--- src/rtl/id_serialize_ctrl_pkg.sv ---
// id_serialize_ctrl_pkg: shared types and sizing for the serializing-instruction issue controller
package id_serialize_ctrl_pkg;
  typedef enum logic [1:0] {IDLE, DRAIN, ISSUE, WAIT_COMMIT} ser_state_t;
  localparam int INFLIGHT_MAX = 16;
  localparam int SER_TIMEOUT_CYCLES = 1024;
endpackage

--- src/rtl/id_serialize_ctrl_inflight_counter.sv ---
// inflight_counter: saturating up/down counter with clear, full/empty flags and sticky error
module inflight_counter #(
  parameter int MAX = 16,
  parameter int W = $clog2(MAX + 1)
) (
  input  logic         clk,
  input  logic         rst_n,
  input  logic         clr,
  input  logic         inc,
  input  logic         dec,
  output logic [W-1:0] count,
  output logic         full,
  output logic         empty,
  output logic         error
);
  logic over, under;
  assign full = count == W'(MAX);
  assign empty = count == '0;
  assign over = inc & ~dec & full;
  assign under = dec & ~inc & empty;
  always_ff @(posedge clk or negedge rst_n) begin
    if (!rst_n) begin
      count <= '0;
      error <= 1'b0;
    end else if (clr) begin
      count <= '0;
    end else begin
      if (!(over | under)) count <= count + W'(inc) - W'(dec);
      error <= error | over | under;
    end
  end
endmodule

--- src/rtl/id_serialize_ctrl.sv ---
// id_serialize_ctrl: holds serializing instructions in ID until older ones commit, issues them alone
module id_serialize_ctrl #(
  parameter int INFLIGHT_MAX = id_serialize_ctrl_pkg::INFLIGHT_MAX,
  parameter int TIMEOUT_CYCLES = id_serialize_ctrl_pkg::SER_TIMEOUT_CYCLES,
  localparam int CW = $clog2(INFLIGHT_MAX + 1)
) (
  input  logic          clk_i,
  input  logic          rstn_i,
  input  logic          flush_i,
  input  logic          id_valid_i,
  input  logic          id_serial_i,
  input  logic          id_xcpt_i,
  input  logic          issue_ready_i,
  input  logic          commit_valid_i,
  input  logic          commit_serial_i,
  output logic          issue_valid_o,
  output logic          stall_if_o,
  output logic          stall_id_o,
  output logic          busy_o,
  output logic [CW-1:0] inflight_o,
  output logic          timeout_o,
  output logic          error_o
);
  import id_serialize_ctrl_pkg::*;
  localparam int TW = $clog2(TIMEOUT_CYCLES);
  ser_state_t state, state_nx;
  logic [TW-1:0] timer;
  logic ser, fire, full, empty, idle_go, wd_active, wd_expire;
  assign ser = id_valid_i & (id_serial_i | id_xcpt_i);
  assign idle_go = id_valid_i & ~ser & ~full;
  assign fire = issue_valid_o & issue_ready_i;
  assign busy_o = state != IDLE;
  assign wd_active = state == DRAIN || state == WAIT_COMMIT;
  assign wd_expire = wd_active && timer == TW'(TIMEOUT_CYCLES - 1);
  // ISSUE advances on issue_ready_i directly so the next-state logic never depends on issue_valid_o
  always_comb begin
    state_nx = state;
    issue_valid_o = 1'b0;
    stall_if_o = 1'b1;
    stall_id_o = 1'b1;
    unique case (state)
      IDLE: begin
        issue_valid_o = idle_go & ~flush_i;
        stall_id_o = ser | (id_valid_i & full) | (idle_go & ~issue_ready_i);
        stall_if_o = stall_id_o;
        state_nx = ser ? DRAIN : IDLE;
      end
      DRAIN: state_nx = empty ? ISSUE : DRAIN;
      ISSUE: begin
        issue_valid_o = ~flush_i;
        stall_id_o = ~issue_ready_i;
        state_nx = issue_ready_i ? WAIT_COMMIT : ISSUE;
      end
      WAIT_COMMIT: state_nx = (commit_valid_i & commit_serial_i) ? IDLE : WAIT_COMMIT;
      default: state_nx = IDLE;
    endcase
    if (flush_i) state_nx = IDLE;
  end
  // DRAIN and WAIT_COMMIT are only entered from states where the timer already sits at zero
  always_ff @(posedge clk_i or negedge rstn_i) begin
    if (!rstn_i) begin
      state <= IDLE;
      timer <= '0;
      timeout_o <= 1'b0;
    end else begin
      state <= state_nx;
      timer <= (flush_i | ~wd_active | wd_expire) ? '0 : timer + TW'(1);
      timeout_o <= wd_expire & ~flush_i;
    end
  end
  inflight_counter #(.MAX(INFLIGHT_MAX), .W(CW)) u_cnt (
    .clk(clk_i),
    .rst_n(rstn_i),
    .clr(flush_i),
    .inc(fire),
    .dec(commit_valid_i),
    .count(inflight_o),
    .full(full),
    .empty(empty),
    .error(error_o)
  );
endmodule

--- config.mk ---
export PLATFORM = sky130hd
export DESIGN_NAME = id_serialize_ctrl
export DESIGN_NICKNAME = d
export VERILOG_FILES = /design/src/rtl/id_serialize_ctrl_pkg.sv /design/src/rtl/id_serialize_ctrl_inflight_counter.sv /design/src/rtl/id_serialize_ctrl.sv
export SDC_FILE = /design/constraint.sdc
export NUM_CORES = 1
export LEC_CHECK = 0
export CAP_MARGIN = 10
export CORE_ASPECT_RATIO = 1.2
export CORE_UTILIZATION = 29
export DETAILED_ROUTE_END_ITERATION = 8
export DONT_BUFFER_PORTS = 1
export REMOVE_ABC_BUFFERS = 1
export SLEW_MARGIN = 10
export SYNTH_ARGS = -nofsm -noshare
export SYNTH_HDL_FRONTEND = slang
export SYNTH_SLANG_ARGS = --single-unit
--- constraint.sdc ---
create_clock -name clk_i -period 3.35 [get_ports clk_i]
set_clock_uncertainty 0.15 [all_clocks]
set_input_delay 0.67 -clock clk_i [delete_from_list [all_inputs] [get_ports clk_i]]
set_output_delay 0.67 -clock clk_i [all_outputs]
set_load 0.01 [all_outputs]
==> metrics.txt, run 1 <==
Routed WL 2.21 mm; # Post-CTS Setup Buffers 0; clock net sink count 19; Cell Chain, Critical Path inv_1 -> ha_1 -> and4bb_2 -> a2bb2oi_1 -> nor2_1 -> ha_1 -> inv_1 -> fa_1 -> nand2b_1 -> a21oi_1 -> xnor2_1 -> nor3_1 -> a211oi_1; setup TNS 0 ps; vias per cell 4.86; clock slew at reported path FFs 70 ps; Worst Hold Depth 1; EDFF count, synth 0; Vias 855; Layout Cells excl Fill 176; Hold EP u_cnt.count[3]; Reg power frac 40.3%; commonest non-fill, non-tap cell in the layout dfrtp_1; post-synth top area cell dfrtp_1; CTS Hold Buffers Added 1; sw power 0.000300 W; unrepaired setup endpoints after global routing no; sw frac 37.8%; global-route wire length before repair 3.95 mm; worst-path fanout max 5; synth top area cells dfrtp_1 42%, ha_1 7.7%, nor2_1 5.9%; syn avg cell area 9.46 um^2; I/O pin cnt 20; total CTS buffers 3; design area 1250 um^2; count of warnings emitted by yosys 0; fin crit period 3000 ps; Final setup viols 0; Starting DRT DRC Count 14; WP data required 3350 ps; number of global-route vias before repair 895; drt first pass iters 4; clk_lat worst skew 250 ps; post-synth top area share 41.5%; Initial Util 31.0%; pwr dens 636 nW/um^2; GRT Total Usage 12.1%; sequential cell area fraction in the yosys report 41.5%; R2R Setup Slk 350 ps; status finished clean; Combinational Power Share 40.4%; fmax 0.334 GHz; Placement Cell Area 1190 um^2; most frequent cells in the layout 19 x dfrtp_1, 18 x nor2_1, 11 x inv_1; Die Ht 70.8 um; die width 59.4 um; routability cong. 0.793; WL/cell 12.6 um; n_diodes 0; Final Hold Viols 0; pin count of the biggest net entering global routing 20; Slowest cell on crit path dfrtp_1; Layout Nets 142; area growth from synthesis to layout 9.18%; Least-Margin Pin Slew 838 ps; share of cells above drive strength 1 8.06%; DRC 0; initial antenna violation count 0; gr ovfl total 0; Worst Path Class, Setup flop to flop; Critical Path Max Stage Delay 440 ps; IO buf count 0; Async SR Flop Fraction 100%; post-CTS sizing 0; Critical R2R Launch u_cnt.count[2]; number of placed instances with taps included 171; standard-cell row count 24; Crit path max-delay family adder cells; Root Driver clkbuf_8; TritonCTS clock tree yes; internal power 0.000494 W; die area 4200 um^2; Worst Hold Class input port to flop; core box area 3690 um^2; Slew HR 44.0%; number of distinct library cells after synthesis 39; CP bufs+invs 2; Yosys reg bits 19; Leak 0.540 nW; total chip power 0.000795 W; post-DP HPWL 1.74 mm; Max Cap Violations 0; Worst Hold Launch flush_i; area of the mapped netlist 1140 um^2; H-tree depth 1; Clk pwr share 19.2%; Post-synth top flop dfrtp_1; WP data arrival 3000 ps; CTS Buffer Depth 2; maximum vdd drop 354 uV; post-synthesis instance total 121; final worst path period share 89.4%; capturing point of the worst reg2reg path u_cnt.count[4]; startpoint types flop; Reg2Reg Depth 13; crit end category flop; Final Max Tran Viols 0; number of routed nets with antenna violations 0
[cells by family after synthesis]
kind of cell	Yosys count	synth area share, %
simple gates	51	23.0
compound gates	19	12.8
flops	19	41.5
buf+inv	13	4.92
xor+xnor	11	8.42
fa+ha+maj	8	9.40
[flip-flops by register name (all words and copies together), names as in the netlist]
| register | cells |
|---|---|
| state | 2 |
| timer | 10 |
| u_cnt.error | 1 |
| timeout_o | 1 |
| u_cnt.count | 5 |
[cell type report]
cell class	instances	area (um^2)
Inverter	11	41.3
Timing Repair Buffer	1	10.0
Sequential cell	19	475
Clock buffer	4	45.0
Tap cell	52	65.1
Multi-Input combinational cell	89	613
Fill cell	394	2440
[how the worst max path moves through the flow]
stage	endpoint	cells after the start	slack, ps	startpoint
6_report	u_cnt.count[4]	13	350	u_cnt.count[2]
5_1_grt	u_cnt.count[4]	13	110	u_cnt.count[2]
4_1_cts	u_cnt.count[4]	13	360	u_cnt.count[2]
3_5_place_dp	u_cnt.count[4]	11	200	flush_i
3_3_place_gp	u_cnt.count[4]	11	290	flush_i
2_1_floorplan	u_cnt.count[4]	11	380	flush_i
[power groups by stage]
stage | logic (W) | clock network, W | registers (W)
finish | 0.000321 | 0.000153 | 0.000320
detailed placement | 0.000318 | 0 | 0.000325
CTS | 0.000325 | 0.000161 | 0.000321
global route | 0.000365 | 0.000174 | 0.000327
floorplan | 0.000265 | 0 | 0.000310
global placement | 0.000306 | 0 | 0.000325
[layer usage]
layer | vias to the layer above | wire (um) | track usage (%) | share of wire, %
met5 | - | 0 | 0 | 0
met4 | 0 | 27 | 4.76 | 1.2
met3 | 4 | 65 | 0.914 | 2.9
met2 | 12 | 1210 | 21.5 | 55
met1 | 414 | 905 | 14.7 | 41
li1 | 425 | - | - | -
[Yosys cell counts (2+ instances only)]
cell	number
dfrtp_1	19
and3_1	2
nand3_1	4
a21oi_1	3
xnor2_1	4
a21o_1	2
inv_1	11
nand2_1	6
xor2_1	7
nor3_1	7
nand2b_1	2
ha_1	7
nor4_1	2
a211oi_1	3
nor2_1	18
[through the flow]
step / worst slack, ps / hold slack, ps / utilization, %
after floorplan: 381 / 224 / -
after global placement: 293 / 225 / 32.4
after detailed placement: 197 / 225 / 32.4
after global routing: 106 / 304 / 33.8
final: 354 / 320 / 33.8
after CTS: 355 / 316 / 33.8
(Power assumes the default switching activity.)
==> run 2, diff against run 1 <==
--- a/config.mk
+++ b/config.mk
@@ -5,8 +5,10 @@
 export SDC_FILE = /design/constraint.sdc
 export NUM_CORES = 1
 export LEC_CHECK = 0
+export ABC_AREA = 1
 export CAP_MARGIN = 10
 export CORE_ASPECT_RATIO = 1.2
+export CORE_MARGIN = 3
 export CORE_UTILIZATION = 29
 export DETAILED_ROUTE_END_ITERATION = 8
 export DONT_BUFFER_PORTS = 1
==> metrics.txt, run 2 <==
status finished clean (unchanged); GRT Total Usage 10.7% (was 12.1%); count leader, synth inv_1 (was dfrtp_1); post-synthesis instance total 156 (was 121); maximum vdd drop 251 uV (was 354 uV); synth cell count leaders 34 x inv_1, 26 x nand2_1, 21 x nor2_1 (was 19 x dfrtp_1, 18 x nor2_1, 11 x inv_1); pwr dens 566 nW/um^2 (was 636 nW/um^2); Fillers 416 (was 394); WP data required 3400 ps (was 3350 ps); unrepaired setup endpoints after global routing no (unchanged); post-DP HPWL 1.83 mm (was 1.74 mm); Hold Slack 313 ps (was 320 ps); fin crit period 2640 ps (was 3000 ps); Final setup viols 0 (unchanged); fmax 0.379 GHz (was 0.334 GHz); Setup crit start u_cnt.count[2] (unchanged); Yosys reg bits 19 (unchanged); CTS Hold Buffers Added 1 (unchanged); post-synth top area cell dfrtp_1 (unchanged); register area 475 um^2 (unchanged); Routed WL 2.30 mm (was 2.21 mm); Largest register FFs 10 (unchanged); H-tree depth 1 (unchanged); DRC 0 (unchanged); n_diodes 0 (unchanged); initial antenna violation count 0 (unchanged); IO buf count 0 (unchanged); clock net sink count 19 (unchanged); standard-cell row count 24 (unchanged); met2 wire len 1.10 mm (was 1.21 mm); most frequent cells in the layout 34 x inv_1, 26 x nand2_1, 21 x nor2_1 (was 19 x dfrtp_1, 18 x nor2_1, 11 x inv_1); startpoint types flop (unchanged); count of warnings emitted by yosys 0 (unchanged); Slew HR 40.9% (was 44.0%); die width 64.5 um (was 59.4 um); Leak 0.679 nW (was 0.540 nW); total chip power 0.000736 W (was 0.000795 W); Post-synth top flop dfrtp_1 (unchanged); gr ovfl total 0 (unchanged); number of global-route vias before repair 977 (was 895); Critical R2R Launch u_cnt.count[2] (unchanged); I/O pin cnt 20 (unchanged); pin count of the biggest net entering global routing 20 (unchanged); vias per cell 4.35 (was 4.86); Final Max Tran Viols 0 (unchanged); commonest non-fill, non-tap cell in the layout inv_1 (was dfrtp_1); Layout Nets 178 (was 142); Async SR Flop Fraction 100% (unchanged); CTS Buffer Depth 2 (unchanged); number of distinct library cells after synthesis 23 (was 39); setup TNS 0 ps (unchanged); number of placed instances with taps included 207 (was 171); worst-path fanout max 4 (was 5); Vias 922 (was 855); post-CTS sizing 0 (unchanged); Starting DRT DRC Count 49 (was 14); Worst Hold Depth 1 (unchanged); Least-Margin Pin Slew 884 ps (was 838 ps); area growth from synthesis to layout 9.14% (was 9.18%); Worst Hold Launch timer[0] (was flush_i); Die Ht 76.2 um (was 70.8 um); clock slew at reported path FFs 70 ps (about the same); area of the mapped netlist 1190 um^2 (was 1140 um^2); Max Used Layer met3 (was met4); # Post-CTS Setup Buffers 0 (unchanged); post-synth top area share 39.9% (was 41.5%); total CTS buffers 3 (unchanged); Layout Cells excl Fill 212 (was 176); Root Driver clkbuf_8 (unchanged); final worst path period share 78.8% (was 89.4%); routed wl met3 124 um (was 65 um); Final Hold Viols 0 (unchanged); synth top area cells dfrtp_1 40%, inv_1 11%, nand2_1 8.2% (was dfrtp_1 42%, ha_1 7.7%, nor2_1 5.9%); global-route wire length before repair 4.27 mm (was 3.95 mm); capturing point of the worst reg2reg path u_cnt.count[4] (unchanged); core box area 3780 um^2 (was 3690 um^2); biggest regs timer: 10 flops, u_cnt.count: 5 flops, state: 2 flops (unchanged); Worst Hold Class flop to flop (was input port to flop); syn avg cell area 7.64 um^2 (was 9.46 um^2); Hold EP timer[0] (was u_cnt.count[3]); Worst Path Class, Setup flop to flop (unchanged); routability cong. 0.794 (was 0.793); Max Cap Violations 0 (unchanged); crit end category flop (unchanged); WL/cell 10.8 um (was 12.6 um); die area 4920 um^2 (was 4200 um^2); number of routed nets with antenna violations 0 (unchanged); EDFF count, synth 0 (unchanged); sequential cell area fraction in the yosys report 39.9% (was 41.5%); share of cells above drive strength 1 6.88% (was 8.06%); TritonCTS clock tree yes (unchanged); drt first pass iters 4 (unchanged); footprint of the multi-input gates 573 um^2 (was 613 um^2); Initial Util 31.5% (was 31.0%); R2R Setup Slk 710 ps (was 350 ps); routed length on met1 1.07 mm (was 905 um); WP data arrival 2690 ps (was 3000 ps); Top reg by flops timer (unchanged); Reg2Reg Depth 17 (was 13); clk_lat worst skew 250 ps (about the same)
[run 2: layout make-up]
class	instances	area share (%)
Tap cell	52	5.00
Inverter	35	10.1
Multi-Input combinational cell	101	44.1
Clock buffer	4	3.46
Sequential cell	19	36.6
Timing Repair Buffer	1	0.770
[run 2: critical path, cell delays in order, from the launching register on]
cell	delay, ps
dfrtp_1	460
inv_1	100
ha_1	250
nand3_1	110
nand2_1	50
nand2_1	90
nand3_1	90
inv_1	90
ha_1	160
inv_1	50
fa_1	390
o21ai_0	200
a21oi_1	100
nand2_1	60
nand2_1	40
nor2_1	80
nand2_1	50
nand2_1	50
[run 2: through the flow]
step	setup WS, ps	area (um^2)	utilization, %
after global routing	383	1300	34.4
after detailed placement	706	1240	32.9
final	709	1300	34.4
after CTS	686	1300	34.4
after floorplan	914	1180	-
after global placement	744	1240	32.9
[run 2: cell families after synthesis]
family                     synth area share [%]
AOI/OAI and AO/OA                          6.20
xor gates and xnor gates                   3.68
adders and majority gates                  9.03
and+or+nand+nor                            29.2
buffers and inverters                      12.0
DFF                                        39.9
[run 2: layer usage]
| layer | track usage (%) | up-vias |
|---|---|---|
| met3 | 3.39 | 0 |
| met5 | 0 | - |
| met2 | 18.3 | 16 |
| met4 | 2.11 | 0 |
| li1 | - | 493 |
| met1 | 13.2 | 413 |
[run 2: how the worst max path moves through the flow]
stage                          end  slack (ps)
floorplan           u_cnt.count[4]         910
global placement    u_cnt.count[4]         740
detailed placement  u_cnt.count[4]         710
CTS                 u_cnt.count[4]         690
global route        u_cnt.count[4]         380
finish              u_cnt.count[4]         710
[run 2: power by group]
group	leakage, nW	switching [W]	total, W	internal, W
registers	0.253	0.0000548	0.000313	0.000258
logic	0.403	0.000167	0.000267	0.000100
clock network	0.0228	0.0000714	0.000156	0.0000843
==> run 3, diff against run 2 <==
==> constraint.sdc (replaced) <==
create_clock -name clk_i -period 2.15 [get_ports clk_i]
set_clock_uncertainty 0.15 [all_clocks]
set_input_delay 0.43 -clock clk_i [delete_from_list [all_inputs] [get_ports clk_i]]
set_output_delay 0.43 -clock clk_i [all_outputs]
set_load 0.01 [all_outputs]
==> metrics.txt, run 3 (synthesized netlist as in run 2, its figures left out) <==
Combinational Power Share 53.0% (was 36.3%); worst-path fanout max 2 (was 4); Final setup viols 3 (was 0); area growth from synthesis to layout 28.8% (was 9.14%); initial antenna violation count 0 (unchanged); Layout Nets 202 (was 178); Root Driver clkbuf_8 (unchanged); fmax 0.451 GHz (was 0.379 GHz); capturing point of the worst reg2reg path u_cnt.count[4] (unchanged); clock slew at reported path FFs 80 ps (was 70 ps); Critical R2R Launch u_cnt.count[3] (was u_cnt.count[2]); number of global-route vias before repair 1081 (was 977); Die Ht 76.2 um (unchanged); routability cong. 0.835 (was 0.794); met2 wire len 1.38 mm (was 1.10 mm); pin count of the biggest net entering global routing 20 (unchanged); routed wl met3 134 um (was 124 um); vias per cell 4.47 (was 4.35); Worst Hold Depth 1 (unchanged); Leak 0.797 nW (was 0.679 nW); internal power 0.000899 W (was 0.000443 W); Max Used Layer met4 (was met3); gr ovfl total 0 (unchanged); Reg power frac 29.3% (was 42.5%); R2R Setup Slk -70 ps (was 710 ps); fin crit period 2220 ps (was 2640 ps); global-route wire length before repair 4.73 mm (was 4.27 mm); die area 4920 um^2 (unchanged); I/O pin cnt 20 (unchanged); Final Max Tran Viols 0 (unchanged); share of cells above drive strength 1 27.7% (was 6.88%); startpoint types flop (unchanged); crit end category flop (unchanged); routed length on met1 1.12 mm (was 1.07 mm); maximum vdd drop 579 uV (was 251 uV); number of routed nets with antenna violations 0 (unchanged); Largest register FFs 10 (unchanged); unrepaired setup endpoints after global routing yes (was no); pwr dens 962 nW/um^2 (was 566 nW/um^2); die width 64.5 um (unchanged); Final Worst Setup Slack -67.6 ps (was 709 ps); Least-Margin Pin Slew 862 ps (was 884 ps); Clk pwr share 17.7% (was 21.2%); GRT Total Usage 11.9% (was 10.7%); core box area 3780 um^2 (unchanged); total CTS buffers 3 (unchanged); IO buf count 0 (unchanged); Initial Util 31.5% (unchanged); sw power 0.000577 W (was 0.000293 W); most frequent cells in the layout 29 x inv_1, 24 x buf_4, 23 x nand2_1 (was 34 x inv_1, 26 x nand2_1, 21 x nor2_1); Hold EP state[1] (was timer[0]); WP data required 2210 ps (was 3400 ps); failing checks setup timing; Hold Slack 72.6 ps (was 313 ps); Reg2Reg Depth 17 (unchanged); commonest non-fill, non-tap cell in the layout inv_1 (unchanged); footprint of the multi-input gates 626 um^2 (was 573 um^2); H-tree depth 1 (unchanged); setup TNS -134 ps (was 0 ps); Starting DRT DRC Count 72 (was 49); WP data arrival 2270 ps (was 2690 ps); Worst Path Class, Setup flop to flop (unchanged); n_diodes 0 (unchanged); Slew HR 42.4% (was 40.9%); drt first pass iters 4 (unchanged); TritonCTS clock tree yes (unchanged); Fillers 401 (was 416); post-DP HPWL 1.93 mm (was 1.83 mm); final worst path period share 103% (was 78.8%); Vias 1055 (was 922); Max Cap Violations 0 (unchanged); status complete, but fails checks (was finished clean); DRC 0 (unchanged); CTS Buffer Depth 2 (unchanged); Worst Hold Launch flush_i (was timer[0]); WL/cell 11.2 um (was 10.8 um); Routed WL 2.65 mm (was 2.30 mm); fin util 40.5% (was 34.4%); standard-cell row count 24 (unchanged); Top reg by flops timer (unchanged); clock net sink count 19 (unchanged); Worst Hold Class input port to flop (was flop to flop); Final Hold Viols 0 (unchanged); register area 475 um^2 (unchanged); biggest regs timer: 10 flops, u_cnt.count: 5 flops, state: 2 flops (unchanged); sw frac 39.1% (was 39.8%); clk_lat worst skew 260 ps (was 250 ps)
[run 3: changes by cell type in the layout (fill, tap and decap cells not counted), moves of 2 or more]
cell     previous run  this run
ha_4                0         2
inv_2               1         6
nand2_2             1         4
nand2_1            26        23
nand3_1            10         8
buf_4               0        24
ha_1                7         5
inv_1              34        29
o21ai_0             5         3
nand3_2             1         3
[run 3: metrics by stage]
| step | cells | setup slack [ps] | instance area [um^2] | total power, W |
|---|---|---|---|---|
| after floorplan | 155 | -241 | 1180 | 0.000820 |
| after global placement | 224 | -212 | 1370 | 0.00105 |
| after detailed placement | 224 | -247 | 1370 | 0.00105 |
| after CTS | 233 | -91.3 | 1500 | 0.00142 |
| after global routing | 236 | -252 | 1530 | 0.00161 |
| final | 236 | -67.6 | 1530 | 0.00148 |
[run 3: cell type report]
cell class                 count  share of cell area, %
clock buffer                   3                   2.69
timing repair buffer          25                   12.4
clock inverter                 1                  0.326
tap                           52                   4.24
multi-input combinational    101                   40.8
sequential                    19                   31.0
inverter                      35                   8.56
[run 3: per-layer routing]
metal | track usage [%] | up-vias
met5 | 0 | -
met2 | 20.4 | 24
met4 | 1.90 | 0
li1 | - | 545
met3 | 3.54 | 2
met1 | 14.8 | 484
[run 3: how the worst max path moves through the flow]
stage / startpoint / endpoint / slack (ps)
detailed placement: u_cnt.count[2] / u_cnt.count[4] / -250
global placement: u_cnt.count[2] / u_cnt.count[4] / -210
floorplan: u_cnt.count[2] / u_cnt.count[4] / -240
global route: u_cnt.count[2] / u_cnt.count[4] / -250
finish: u_cnt.count[3] / u_cnt.count[4] / -70
CTS: u_cnt.count[2] / u_cnt.count[4] / -90
[run 3: repair_timing]
item,in CTS,in global routing
setup buffers,4,3
gates resized for setup,14,5
gates cloned,0,0
pin swaps,7,8
hold endpoints to repair,19,0
endpoints found under the setup margin,2,6
hold buffers,1,0
[run 3: power groups by stage]
stage,Sequential (W),Clock [W],Combinational (W)
after global placement,0.000435,0,0.000612
final,0.000433,0.000261,0.000782
after global routing,0.000440,0.000277,0.000897
after floorplan,0.000474,0,0.000347
after CTS,0.000432,0.000265,0.000725
after detailed placement,0.000435,0,0.000613
[run 3: worst max-delay path, stage by stage, from the launching register on]
cell,delay (ps)
dfrtp_1,360
inv_2,60
ha_4,160
nand3_2,90
nand2_2,60
nand2_2,80
nand3_2,70
inv_2,80
ha_4,130
inv_2,30
fa_2,350
o21ai_2,170
a21oi_2,80
nand2_1,60
nand2_1,40
nor2_1,80
nand2_1,50
nand2_1,60
